$ cat src/rtl/midi_event_parser.sv
// MIDI byte-stream parser: turns UART bytes into one-cycle note events (on/off, key and channel pressure).
// Build option MIDI_RUNNING_STATUS_EN enables running status; without it a data byte after a completed message is dropped.
module midi_event_parser #(
    parameter logic [15:0] CHANNEL_MASK = 16'hFFFF
) (
    input  logic       clk32,
    input  logic       rst_n,
    input  logic       rx_valid,
    input  logic [7:0] rx_data,
    output logic       note_pressed,
    output logic       note_released,
    output logic       note_keypress,
    output logic       note_channelpress,
    output logic [6:0] note_interface,
    output logic [6:0] velocity,
    output logic [3:0] channel,
    output logic [7:0] drop_cnt,
    output logic [1:0] state_dbg,
    output logic       rs_valid_dbg
);

    // rx_valid is a single-cycle strobe with no ready: every strobed byte is consumed in that cycle.
    typedef enum logic [1:0] {
        WAIT_STATUS = 2'd0,
        DATA1       = 2'd1,
        DATA2       = 2'd2,
        SYSEX       = 2'd3
    } state_t;

    state_t     state;
    logic [7:0] rs;
    logic       rs_valid;
    logic [6:0] d1;

    logic       is_data;
    logic       is_chan_status;
    logic       is_sys_common;
    logic       rs_allow;
    logic       one_byte;
    logic       accept_first;
    logic       complete;
    logic       emit;
    logic       drop;
    logic [6:0] c_d1;
    logic [6:0] c_d2;

    always_comb begin
        is_data        = rx_valid && !rx_data[7];
        is_chan_status = rx_valid && rx_data[7] && (rx_data[7:4] != 4'hF);
        // 0xF0-0xF7 only; 0xF8-0xFF (realtime) fall through every branch untouched
        is_sys_common  = rx_valid && (rx_data[7:3] == 5'b11110);
`ifdef MIDI_RUNNING_STATUS_EN
        rs_allow       = rs_valid;
`else
        rs_allow       = 1'b0;
`endif
        one_byte       = (rs[7:4] == 4'hC) || (rs[7:4] == 4'hD);
        accept_first   = is_data && ((state == DATA1) || ((state == WAIT_STATUS) && rs_allow));
        complete       = (accept_first && one_byte) || (is_data && (state == DATA2));
        drop           = is_data && (state == WAIT_STATUS) && !rs_allow;
        c_d1           = (state == DATA2) ? d1 : rx_data[6:0];
        c_d2           = (state == DATA2) ? rx_data[6:0] : 7'd0;
        emit           = complete && CHANNEL_MASK[rs[3:0]];
    end

    always_ff @(posedge clk32 or negedge rst_n) begin
        if (!rst_n) begin
            state             <= WAIT_STATUS;
            rs                <= 8'h00;
            rs_valid          <= 1'b0;
            d1                <= 7'd0;
            note_pressed      <= 1'b0;
            note_released     <= 1'b0;
            note_keypress     <= 1'b0;
            note_channelpress <= 1'b0;
            note_interface    <= 7'd0;
            velocity          <= 7'd0;
            channel           <= 4'd0;
            drop_cnt          <= 8'h00;
        end else begin
            note_pressed      <= 1'b0;
            note_released     <= 1'b0;
            note_keypress     <= 1'b0;
            note_channelpress <= 1'b0;

            if (is_chan_status) begin
                rs       <= rx_data;
                rs_valid <= 1'b1;
                d1       <= 7'd0;
                state    <= DATA1;
            end else if (is_sys_common) begin
                rs_valid <= 1'b0;
                state    <= (rx_data == 8'hF0) ? SYSEX : WAIT_STATUS;
            end else if (is_data) begin
                if (drop) begin
                    if (drop_cnt != 8'hFF) begin
                        drop_cnt <= drop_cnt + 8'd1;
                    end
                end else if (accept_first && !one_byte) begin
                    d1    <= rx_data[6:0];
                    state <= DATA2;
                end
                if (complete) begin
                    state <= WAIT_STATUS;
`ifndef MIDI_RUNNING_STATUS_EN
                    rs_valid <= 1'b0;
`endif
                end
            end

            // Masked channels and B/C/E messages complete silently and leave the event fields alone
            if (emit) begin
                case (rs[7:4])
                    4'h8: begin
                        note_released  <= 1'b1;
                        note_interface <= c_d1;
                        velocity       <= c_d2;
                        channel        <= rs[3:0];
                    end
                    4'h9: begin
                        note_pressed   <= (c_d2 != 7'd0);
                        note_released  <= (c_d2 == 7'd0);
                        note_interface <= c_d1;
                        velocity       <= c_d2;
                        channel        <= rs[3:0];
                    end
                    4'hA: begin
                        note_keypress  <= 1'b1;
                        note_interface <= c_d1;
                        velocity       <= c_d2;
                        channel        <= rs[3:0];
                    end
                    4'hD: begin
                        note_channelpress <= 1'b1;
                        note_interface    <= 7'd0;
                        velocity          <= c_d1;
                        channel           <= rs[3:0];
                    end
                    default: begin
                    end
                endcase
            end
        end
    end

    assign state_dbg    = state;
    assign rs_valid_dbg = rs_valid;

endmodule

$ cat config.mk
export PLATFORM = sky130hd
export DESIGN_NAME = midi_event_parser
export DESIGN_NICKNAME = d
export VERILOG_FILES = /design/src/rtl/midi_event_parser.sv
export SDC_FILE = /design/constraint.sdc
export NUM_CORES = 1
export LEC_CHECK = 0
export ABC_CLOCK_PERIOD_IN_PS = 2300
export CORE_MARGIN = 2
export CORE_UTILIZATION = 31
export CTS_CLUSTER_DIAMETER = 120
export DETAILED_ROUTE_END_ITERATION = 7
export SYNTH_ARGS = -nofsm -noshare
export SYNTH_HDL_FRONTEND = slang
export SYNTH_SLANG_ARGS = --single-unit
$ cat constraint.sdc
create_clock -name clk32 -period 2.3 [get_ports clk32]
set_clock_uncertainty 0.15 [all_clocks]
set_input_delay 0.46 -clock clk32 [delete_from_list [all_inputs] [get_ports clk32]]
set_output_delay 0.46 -clock clk32 [all_outputs]
set_load 0.005 [all_outputs]
==> impl_metrics.xml, run 1 <==
<?xml version="1.0" encoding="UTF-8"?>
<metrics>
  <group name="worst_setup_path">
    <metric name="crit_required" unit="ns">2.35</metric>
    <metric name="worst_setup_path_start_kind" unit="">input pin</metric>
    <metric name="arrival" unit="ns">2.06</metric>
    <metric name="crit_type" unit="">input pin to register</metric>
    <metric name="crit_end_element" unit="">register</metric>
    <metric name="timing.critical_path.fanout_max" unit="">2</metric>
  </group>
  <group name="die">
    <metric name="core_area" unit="sq mm">0.00721</metric>
    <metric name="row_cnt" unit="">31</metric>
    <metric name="ios" unit="">44</metric>
    <metric name="floorplan.die.width" unit="um">90.2</metric>
    <metric name="vertical_die_dimension" unit="um">90.2</metric>
    <metric name="floorplan.initialDensity" unit="%">32.0</metric>
    <metric name="die-area" unit="sq mm">0.00814</metric>
  </group>
  <group name="detailed_routing">
    <metric name="dr.pass1.iters" unit="">4</metric>
    <metric name="drcViolationCount" unit="">0</metric>
    <metric name="initialDrtViolationCount" unit="">112</metric>
    <metric name="post_drt_via_cell_ratio" unit="">4.75</metric>
    <metric name="ant_nets" unit="">0</metric>
    <metric name="routedWlPerCell" unit="um">14.6</metric>
    <metric name="routed-via-count" unit="">1682</metric>
    <metric name="total_detailed_routing_wirelength" unit="um">5150</metric>
  </group>
  <group name="placed_design">
    <metric name="dp_slack" unit="ns">-0.0387</metric>
    <metric name="dpl.hpwl" unit="um">3790</metric>
    <metric name="place.gp.congestion" unit="">0.769</metric>
    <metric name="port-buffer-count" unit="">43</metric>
  </group>
  <group name="final_layout">
    <metric name="layout.cells.most_common_list" unit="">sky130_fd_sc_hd__dfrtp_1, sky130_fd_sc_hd__clkdlybuf4s50_1, sky130_fd_sc_hd__nand2_1</metric>
    <metric name="layout.cells.most_common" unit="">sky130_fd_sc_hd__dfrtp_1</metric>
    <metric name="nNetsFinal" unit="">266</metric>
    <metric name="insertedDiodeCount" unit="">0</metric>
    <metric name="areaGrowthSynthToFinish" unit="%">33.2</metric>
    <metric name="final_layout_size_suffix_gt1_share" unit="%">24.7</metric>
  </group>
  <group name="sta">
    <metric name="finalSetupTns" unit="ns">0</metric>
    <metric name="final_max_slew_viol_count" unit="">0</metric>
    <metric name="slew_headroom" unit="%">55.2</metric>
    <metric name="setup_repair_after_global_routing_missed_its_margin" unit="">false</metric>
    <metric name="min_setup_slack_post_route" unit="ns">0.284</metric>
    <metric name="timing.fmax" unit="MHz">496</metric>
    <metric name="finalHoldViolCount" unit="">0</metric>
    <metric name="hold_ws" unit="ns">0.0407</metric>
    <metric name="final_setup_violation_count" unit="">0</metric>
    <metric name="post-route-min-period" unit="ns">2.02</metric>
    <metric name="final_min_period_over_clock_period" unit="%">87.6</metric>
    <metric name="worst-slew-pin-transition" unit="ns">0.672</metric>
  </group>
  <group name="clock_tree">
    <metric name="h_tree_levels" unit="">2</metric>
    <metric name="postCtsHoldBufs" unit="">0</metric>
    <metric name="clkTransAtPathRegs" unit="ns">0.09</metric>
    <metric name="cts-root-to-sink-buffers" unit="">2</metric>
    <metric name="post_cts.repair.setup_buffers" unit="">0</metric>
    <metric name="cts-root-buf" unit="">sky130_fd_sc_hd__clkbuf_8</metric>
    <metric name="tritoncts" unit="">built</metric>
    <metric name="clk_latency" unit="ns">0.30</metric>
    <metric name="cts_resized" unit="">0</metric>
    <metric name="clock_buffers_created_by_tritoncts" unit="">5</metric>
    <metric name="cts.sinks" unit="">48</metric>
  </group>
  <group name="synthesis">
    <metric name="syn_avg_cell_area" unit="sq um">12.2</metric>
    <metric name="number_of_synthesized_register_bits" unit="">48</metric>
    <metric name="synth_nets" unit="">201</metric>
    <metric name="synth.yosys.warnings" unit="">0</metric>
    <metric name="synth_cell_types" unit="">45</metric>
    <metric name="synth-seq-area-share" unit="%">52.1</metric>
    <metric name="cell_types_occupying_the_most_area_after_synthesis" unit="">sky130_fd_sc_hd__dfrtp_1, sky130_fd_sc_hd__mux2_2, sky130_fd_sc_hd__mux2_4</metric>
    <metric name="async_flop_share" unit="%">100</metric>
    <metric name="post_synth_edffs" unit="">0</metric>
    <metric name="post-synth-top-area-fraction" unit="%">52.1</metric>
    <metric name="netlist.top_cell.by_area" unit="">sky130_fd_sc_hd__dfrtp_1</metric>
    <metric name="syn_area" unit="sq mm">0.00231</metric>
    <metric name="syn-instance-count" unit="">189</metric>
    <metric name="postSynth.topFlopCell" unit="">sky130_fd_sc_hd__dfrtp_1</metric>
  </group>
  <group name="power_and_ir_drop">
    <metric name="vdd_drop_max" unit="mV">0.275</metric>
    <metric name="share_comb_of_total_power" unit="%">34.8</metric>
    <metric name="p_switching" unit="uW">759</metric>
    <metric name="power.clock.fraction" unit="%">19.5</metric>
    <metric name="cellLeakagePower" unit="nW">1.34</metric>
    <metric name="p_seq_share" unit="%">45.7</metric>
    <metric name="netSwitchingFraction" unit="%">28.2</metric>
    <metric name="power.density" unit="mW/mm^2">875</metric>
    <metric name="internal_power" unit="mW">1.93</metric>
  </group>
  <group name="global_route">
    <metric name="grt_usage" unit="%">13.4</metric>
    <metric name="antenna_found_initial" unit="">0</metric>
    <metric name="grt_pass1_wl" unit="um">8650</metric>
    <metric name="first_global_vias" unit="">1683</metric>
    <metric name="grt-ovfl-total" unit="">0</metric>
    <metric name="grt_max_degree" unit="">30</metric>
  </group>
  <group name="outcome">
    <metric name="status" unit="">completed</metric>
  </group>
  <group name="flow_run">
    <metric name="drv.max_cap_violation_count" unit="">0</metric>
  </group>
  <group name="worst_hold_path">
    <metric name="min-delay-path-class" unit="">input pin to asynchronous set/reset pin</metric>
  </group>
</metrics>
[through the flow]
| stage | cells | instance area, sq um | utilization, % | total power [mW] |
|---|---|---|---|---|
| 3_3_place_gp | 346 | 2980 | 41.3 | 2.18 |
| 2_1_floorplan | 189 | 2310 | - | 1.66 |
| 5_1_grt | 354 | 3070 | 42.6 | 2.87 |
| 3_5_place_dp | 346 | 2980 | 41.3 | 2.20 |
| 6_report | 354 | 3070 | 42.6 | 2.69 |
| 4_1_cts | 354 | 3070 | 42.6 | 2.73 |
[area by class of cell]
class                           instances  area [sq um]
Clock buffer                            7          86.3
Inverter                                3          11.3
Fill cell                             717          4140
Tap cell                               99           124
Multi-Input combinational cell        131          1040
Clock inverter                          1          7.51
Timing Repair Buffer                   65           603
Sequential cell                        48          1200
[cells in the mapped netlist (2+ instances only)]
library cell and instances:
sky130_fd_sc_hd__a21oi_1 7, sky130_fd_sc_hd__mux2_4 10, sky130_fd_sc_hd__mux2_2 15, sky130_fd_sc_hd__inv_1 3
sky130_fd_sc_hd__or4_1 3, sky130_fd_sc_hd__clkbuf_1 3, sky130_fd_sc_hd__o21ai_0 9, sky130_fd_sc_hd__nand2b_1 3
sky130_fd_sc_hd__nand3_1 3, sky130_fd_sc_hd__o31ai_1 7, sky130_fd_sc_hd__nand4_1 4, sky130_fd_sc_hd__nor2_1 4
sky130_fd_sc_hd__xnor2_1 6, sky130_fd_sc_hd__a22o_2 2, sky130_fd_sc_hd__nand2_1 27, sky130_fd_sc_hd__dfrtp_1 48
sky130_fd_sc_hd__a22o_1 5, sky130_fd_sc_hd__and3_1 3
[power groups by stage]
stage          registers, mW  clock network, mW  logic [mW]
3_3_place_gp            1.24                  0       0.933
2_1_floorplan           1.24                  0       0.416
3_5_place_dp            1.25                  0       0.946
5_1_grt                 1.27              0.577        1.02
4_1_cts                 1.23              0.547       0.950
6_report                1.23              0.524       0.935
[metal layers]
| layer | part of all wire (%) | wire, um | global-route usage [%] |
|---|---|---|---|
| met5 | 0 | 0 | 0 |
| met1 | 49 | 2530 | 18.9 |
| met3 | 3.6 | 185 | 3.27 |
| met2 | 46 | 2350 | 19.9 |
| met4 | 1.6 | 82 | 4.74 |
[worst max-delay path: stages]
cell and delay, ns:
sky130_fd_sc_hd__clkdlybuf4s50_1 0.43, sky130_fd_sc_hd__or4_1 0.58, sky130_fd_sc_hd__or4_1 0.44, sky130_fd_sc_hd__nand3_1 0.10
sky130_fd_sc_hd__nor2_1 0.05
[kinds of logic (layout without fill, tap and decap cells)]
family	Yosys count	in the layout	share of synthesized area, %
compound gates	37	37	12.5
xor+xnor	8	8	3.36
fa+ha+maj	1	1	0.543
buf+inv	10	76	2.88
flops	48	48	52.1
mux	27	27	14.8
simple gates	58	58	13.9
[path summary, 6_finish.rpt]
| path | startpoint | to | slack, ns | cells past startpoint |
|---|---|---|---|---|
| max | rx_data[0] | note_pressed | 0.28 | 5 |
| min | rst_n | d1[6] | 0.04 | 1 |
| max reg2reg | drop_cnt[0] | drop_cnt[6] | 0.30 | 6 |
| min reg2reg | drop_cnt[6] | drop_cnt[6] | 0.34 | 1 |
| max in group asynchronous | rst_n | state_dbg[0] | 1.35 | 2 |
| min in group clk32 | drop_cnt[6] | drop_cnt[6] | 0.34 | 1 |
[flip-flops by register name (all words and copies together) (netlist names), 2 cells and up]
register,cells
channel,4
rs,8
drop_cnt,8
note_interface,7
d1,7
state_dbg,2
velocity,7
Power figures use the tool's default switching activity.
==> inputs of run 2 (changes only) <==
--- a/config.mk
+++ b/config.mk
@@ -6,6 +6,7 @@
 export NUM_CORES = 1
 export LEC_CHECK = 0
 export ABC_CLOCK_PERIOD_IN_PS = 2300
+export CORE_ASPECT_RATIO = 0.9
 export CORE_MARGIN = 2
 export CORE_UTILIZATION = 31
 export CTS_CLUSTER_DIAMETER = 120
==> impl_metrics.xml, run 2 (synthesis results as in run 1) <==
<?xml version="1.0" encoding="UTF-8"?>
<metrics>
  <group name="sta">
    <metric name="final_min_period_over_clock_period" unit="%">90.7</metric>
    <metric name="timing.fmax" unit="MHz">479</metric>
    <metric name="finalHoldViolCount" unit="">0</metric>
    <metric name="slew_headroom" unit="%">64.4</metric>
    <metric name="setup_repair_after_global_routing_missed_its_margin" unit="">false</metric>
    <metric name="worst-slew-pin-transition" unit="ns">0.532</metric>
    <metric name="final_setup_violation_count" unit="">0</metric>
    <metric name="min_setup_slack_post_route" unit="ns">0.213</metric>
    <metric name="post-route-min-period" unit="ns">2.09</metric>
    <metric name="final_max_slew_viol_count" unit="">0</metric>
  </group>
  <group name="worst_setup_path">
    <metric name="worst_path_dominant_cell_family" unit="">simple AND/OR/NAND/NOR gates</metric>
    <metric name="arrival" unit="ns">2.15</metric>
    <metric name="crit_path_frequent_cell" unit="">sky130_fd_sc_hd__or4_1</metric>
    <metric name="rr_worst_depth" unit="">6</metric>
    <metric name="crit-reg2reg-launch" unit="">drop_cnt[0]</metric>
    <metric name="critical_path.reg2reg.endpoint" unit="">drop_cnt[6]</metric>
    <metric name="timing.critical_path.buf_inv" unit="">1</metric>
    <metric name="worst_setup_path_start_kind" unit="">input pin</metric>
    <metric name="slowest_stage" unit="">sky130_fd_sc_hd__or4_1</metric>
    <metric name="crit_required" unit="ns">2.36</metric>
    <metric name="timing.critical_path.fanout_max" unit="">2</metric>
    <metric name="cp_slowest_stage_delay" unit="ns">0.55</metric>
    <metric name="crit_end_element" unit="">register</metric>
    <metric name="cp_cell_sequence" unit="">clkdlybuf4s50_1 &gt; or4_1 &gt; or4_1 &gt; a31oi_1</metric>
    <metric name="setup.reg_to_reg.worst_slack" unit="ns">0.34</metric>
    <metric name="crit_type" unit="">input pin to register</metric>
  </group>
  <group name="power_and_ir_drop">
    <metric name="p_switching" unit="uW">750</metric>
    <metric name="netSwitchingFraction" unit="%">28.1</metric>
    <metric name="power.density" unit="mW/mm^2">871</metric>
    <metric name="internal_power" unit="mW">1.92</metric>
    <metric name="cellLeakagePower" unit="nW">1.34</metric>
    <metric name="p_seq_share" unit="%">46.5</metric>
    <metric name="vdd_drop_max" unit="mV">0.311</metric>
    <metric name="share_comb_of_total_power" unit="%">34.1</metric>
    <metric name="power.clock.fraction" unit="%">19.4</metric>
  </group>
  <group name="placed_design">
    <metric name="dpl.hpwl" unit="um">3750</metric>
    <metric name="place.gp.congestion" unit="">0.798</metric>
    <metric name="dp_slack" unit="ns">-0.113</metric>
    <metric name="port-buffer-count" unit="">43</metric>
    <metric name="number_of_cells_in_the_design_after_placement" unit="">336</metric>
  </group>
  <group name="global_route">
    <metric name="met2_usage" unit="%">18.6</metric>
    <metric name="antenna_found_initial" unit="">0</metric>
    <metric name="grt_util_met1" unit="%">19.8</metric>
    <metric name="grt_max_degree" unit="">31</metric>
    <metric name="grt_usage" unit="%">13.3</metric>
    <metric name="grt-ovfl-total" unit="">0</metric>
    <metric name="most_crowded_layer_after_global_routing" unit="">met1</metric>
    <metric name="use_met3" unit="%">3.34</metric>
    <metric name="first_global_vias" unit="">1657</metric>
    <metric name="grt_pass1_wl" unit="um">8330</metric>
  </group>
  <group name="final_layout">
    <metric name="final_layout_size_suffix_gt1_share" unit="%">23.5</metric>
    <metric name="finished_core_util" unit="%">43.1</metric>
    <metric name="layout.cells.non_filler" unit="">344</metric>
    <metric name="top_regs" unit="">drop_cnt x8, rs x8</metric>
    <metric name="layout.cells.most_common" unit="">sky130_fd_sc_hd__dfrtp_1</metric>
    <metric name="layout.cells.most_common_list" unit="">sky130_fd_sc_hd__dfrtp_1, sky130_fd_sc_hd__clkdlybuf4s50_1, sky130_fd_sc_hd__nand2_1</metric>
    <metric name="nNetsFinal" unit="">263</metric>
    <metric name="final.fill_count" unit="">687</metric>
    <metric name="areaGrowthSynthToFinish" unit="%">33.0</metric>
    <metric name="insertedDiodeCount" unit="">0</metric>
  </group>
  <group name="clock_tree">
    <metric name="cts.sinks" unit="">48</metric>
    <metric name="clkTransAtPathRegs" unit="ns">0.09</metric>
    <metric name="clock_buffers_created_by_tritoncts" unit="">5</metric>
    <metric name="cts-root-to-sink-buffers" unit="">2</metric>
    <metric name="cts-root-buf" unit="">sky130_fd_sc_hd__clkbuf_8</metric>
    <metric name="clk_latency" unit="ns">0.30</metric>
    <metric name="post_cts.repair.setup_buffers" unit="">0</metric>
    <metric name="h_tree_levels" unit="">2</metric>
    <metric name="tritoncts" unit="">built</metric>
  </group>
  <group name="detailed_routing">
    <metric name="dr.pass1.iters" unit="">4</metric>
    <metric name="drcViolationCount" unit="">0</metric>
    <metric name="initialDrtViolationCount" unit="">68</metric>
    <metric name="post_drt_via_cell_ratio" unit="">4.85</metric>
    <metric name="ant_nets" unit="">0</metric>
    <metric name="total_detailed_routing_wirelength" unit="um">4910</metric>
    <metric name="routedWlPerCell" unit="um">14.3</metric>
    <metric name="routed-via-count" unit="">1668</metric>
  </group>
  <group name="outcome">
    <metric name="status" unit="">completed</metric>
  </group>
  <group name="worst_hold_path">
    <metric name="min-delay-path-class" unit="">register to register</metric>
    <metric name="hold-path-endpoint" unit="">drop_cnt[7]</metric>
    <metric name="min-delay-start" unit="">drop_cnt[7]</metric>
    <metric name="min_delay_path_depth" unit="">1</metric>
  </group>
  <group name="die">
    <metric name="floorplan.initialDensity" unit="%">32.4</metric>
    <metric name="floorplan.die.width" unit="um">94.9</metric>
    <metric name="die-area" unit="sq mm">0.00815</metric>
    <metric name="core_area" unit="sq mm">0.00711</metric>
    <metric name="ios" unit="">44</metric>
    <metric name="vertical_die_dimension" unit="um">85.8</metric>
    <metric name="row_cnt" unit="">29</metric>
  </group>
  <group name="flow_run">
    <metric name="drv.max_cap_violation_count" unit="">0</metric>
  </group>
</metrics>
-- run 2: cell count changes in the layout (fill, tap and decap cells not counted) --
| cell | before | now |
|---|---|---|
| sky130_fd_sc_hd__buf_12 | 1 | 3 |
| sky130_fd_sc_hd__buf_4 | 21 | 15 |
| sky130_fd_sc_hd__clkbuf_1 | 1 | 0 |
| sky130_fd_sc_hd__clkinv_4 | 0 | 1 |
| sky130_fd_sc_hd__clkinvlp_4 | 1 | 0 |
| sky130_fd_sc_hd__dlygate4sd3_1 | 0 | 1 |
-- run 2: power by group through the flow --
stage               registers, mW  clock network, mW  logic [mW]
detailed placement           1.26                  0       0.926
CTS                          1.25              0.542       0.929
finish                       1.24              0.518       0.912
global route                 1.28              0.574       0.999
floorplan                    1.24                  0       0.416
global placement             1.26                  0       0.913
-- run 2: what timing repair did --
item / CTS / global route
gates resized for setup: 0 / 0
endpoints found under the hold margin: 18 / 0
hold buffers: 1 / 0
-- run 2: per-layer routing --
layer / up-vias / wire, um
met4: 0 / 68
met1: 823 / 2460
met3: 4 / 245
li1: 803 / -
met5: - / 0
met2: 38 / 2140
-- run 2: layout make-up --
class                      count  area, sq um  area share (%)
timing repair buffer          62          608            19.8
sequential                    48         1200            39.2
multi-input combinational    131         1040            33.9
inverter                       3         11.3           0.367
tap                           93          116            3.79
clock inverter                 1         8.76           0.286
clock buffer                   6         82.6            2.69
-- run 2: worst max path at each step --
| stage | start | to | slack, ns | cells past startpoint |
|---|---|---|---|---|
| after floorplan | drop_cnt[0] | drop_cnt[1] | 0.35 | 4 |
| after global placement | rx_data[3] | note_pressed | -0.02 | 5 |
| after detailed placement | rx_data[3] | note_released | -0.11 | 4 |
| after CTS | rx_data[3] | note_released | 0.21 | 4 |
| after global routing | rx_data[0] | note_released | 0.18 | 4 |
| final | rx_data[3] | note_released | 0.21 | 4 |
-- run 2: through the flow --
| step | instance area, sq um | total power, mW | hold WS [ns] | setup TNS (ns) |
|---|---|---|---|---|
| after floorplan | 2310 | 1.66 | 0.0144 | 0 |
| after global placement | 2970 | 2.17 | 0.290 | -0.0232 |
| after detailed placement | 2970 | 2.19 | 0.289 | -0.166 |
| after CTS | 3070 | 2.72 | 0.353 | 0 |
| after global routing | 3070 | 2.85 | 0.377 | 0 |
| final | 3070 | 2.67 | 0.347 | 0 |
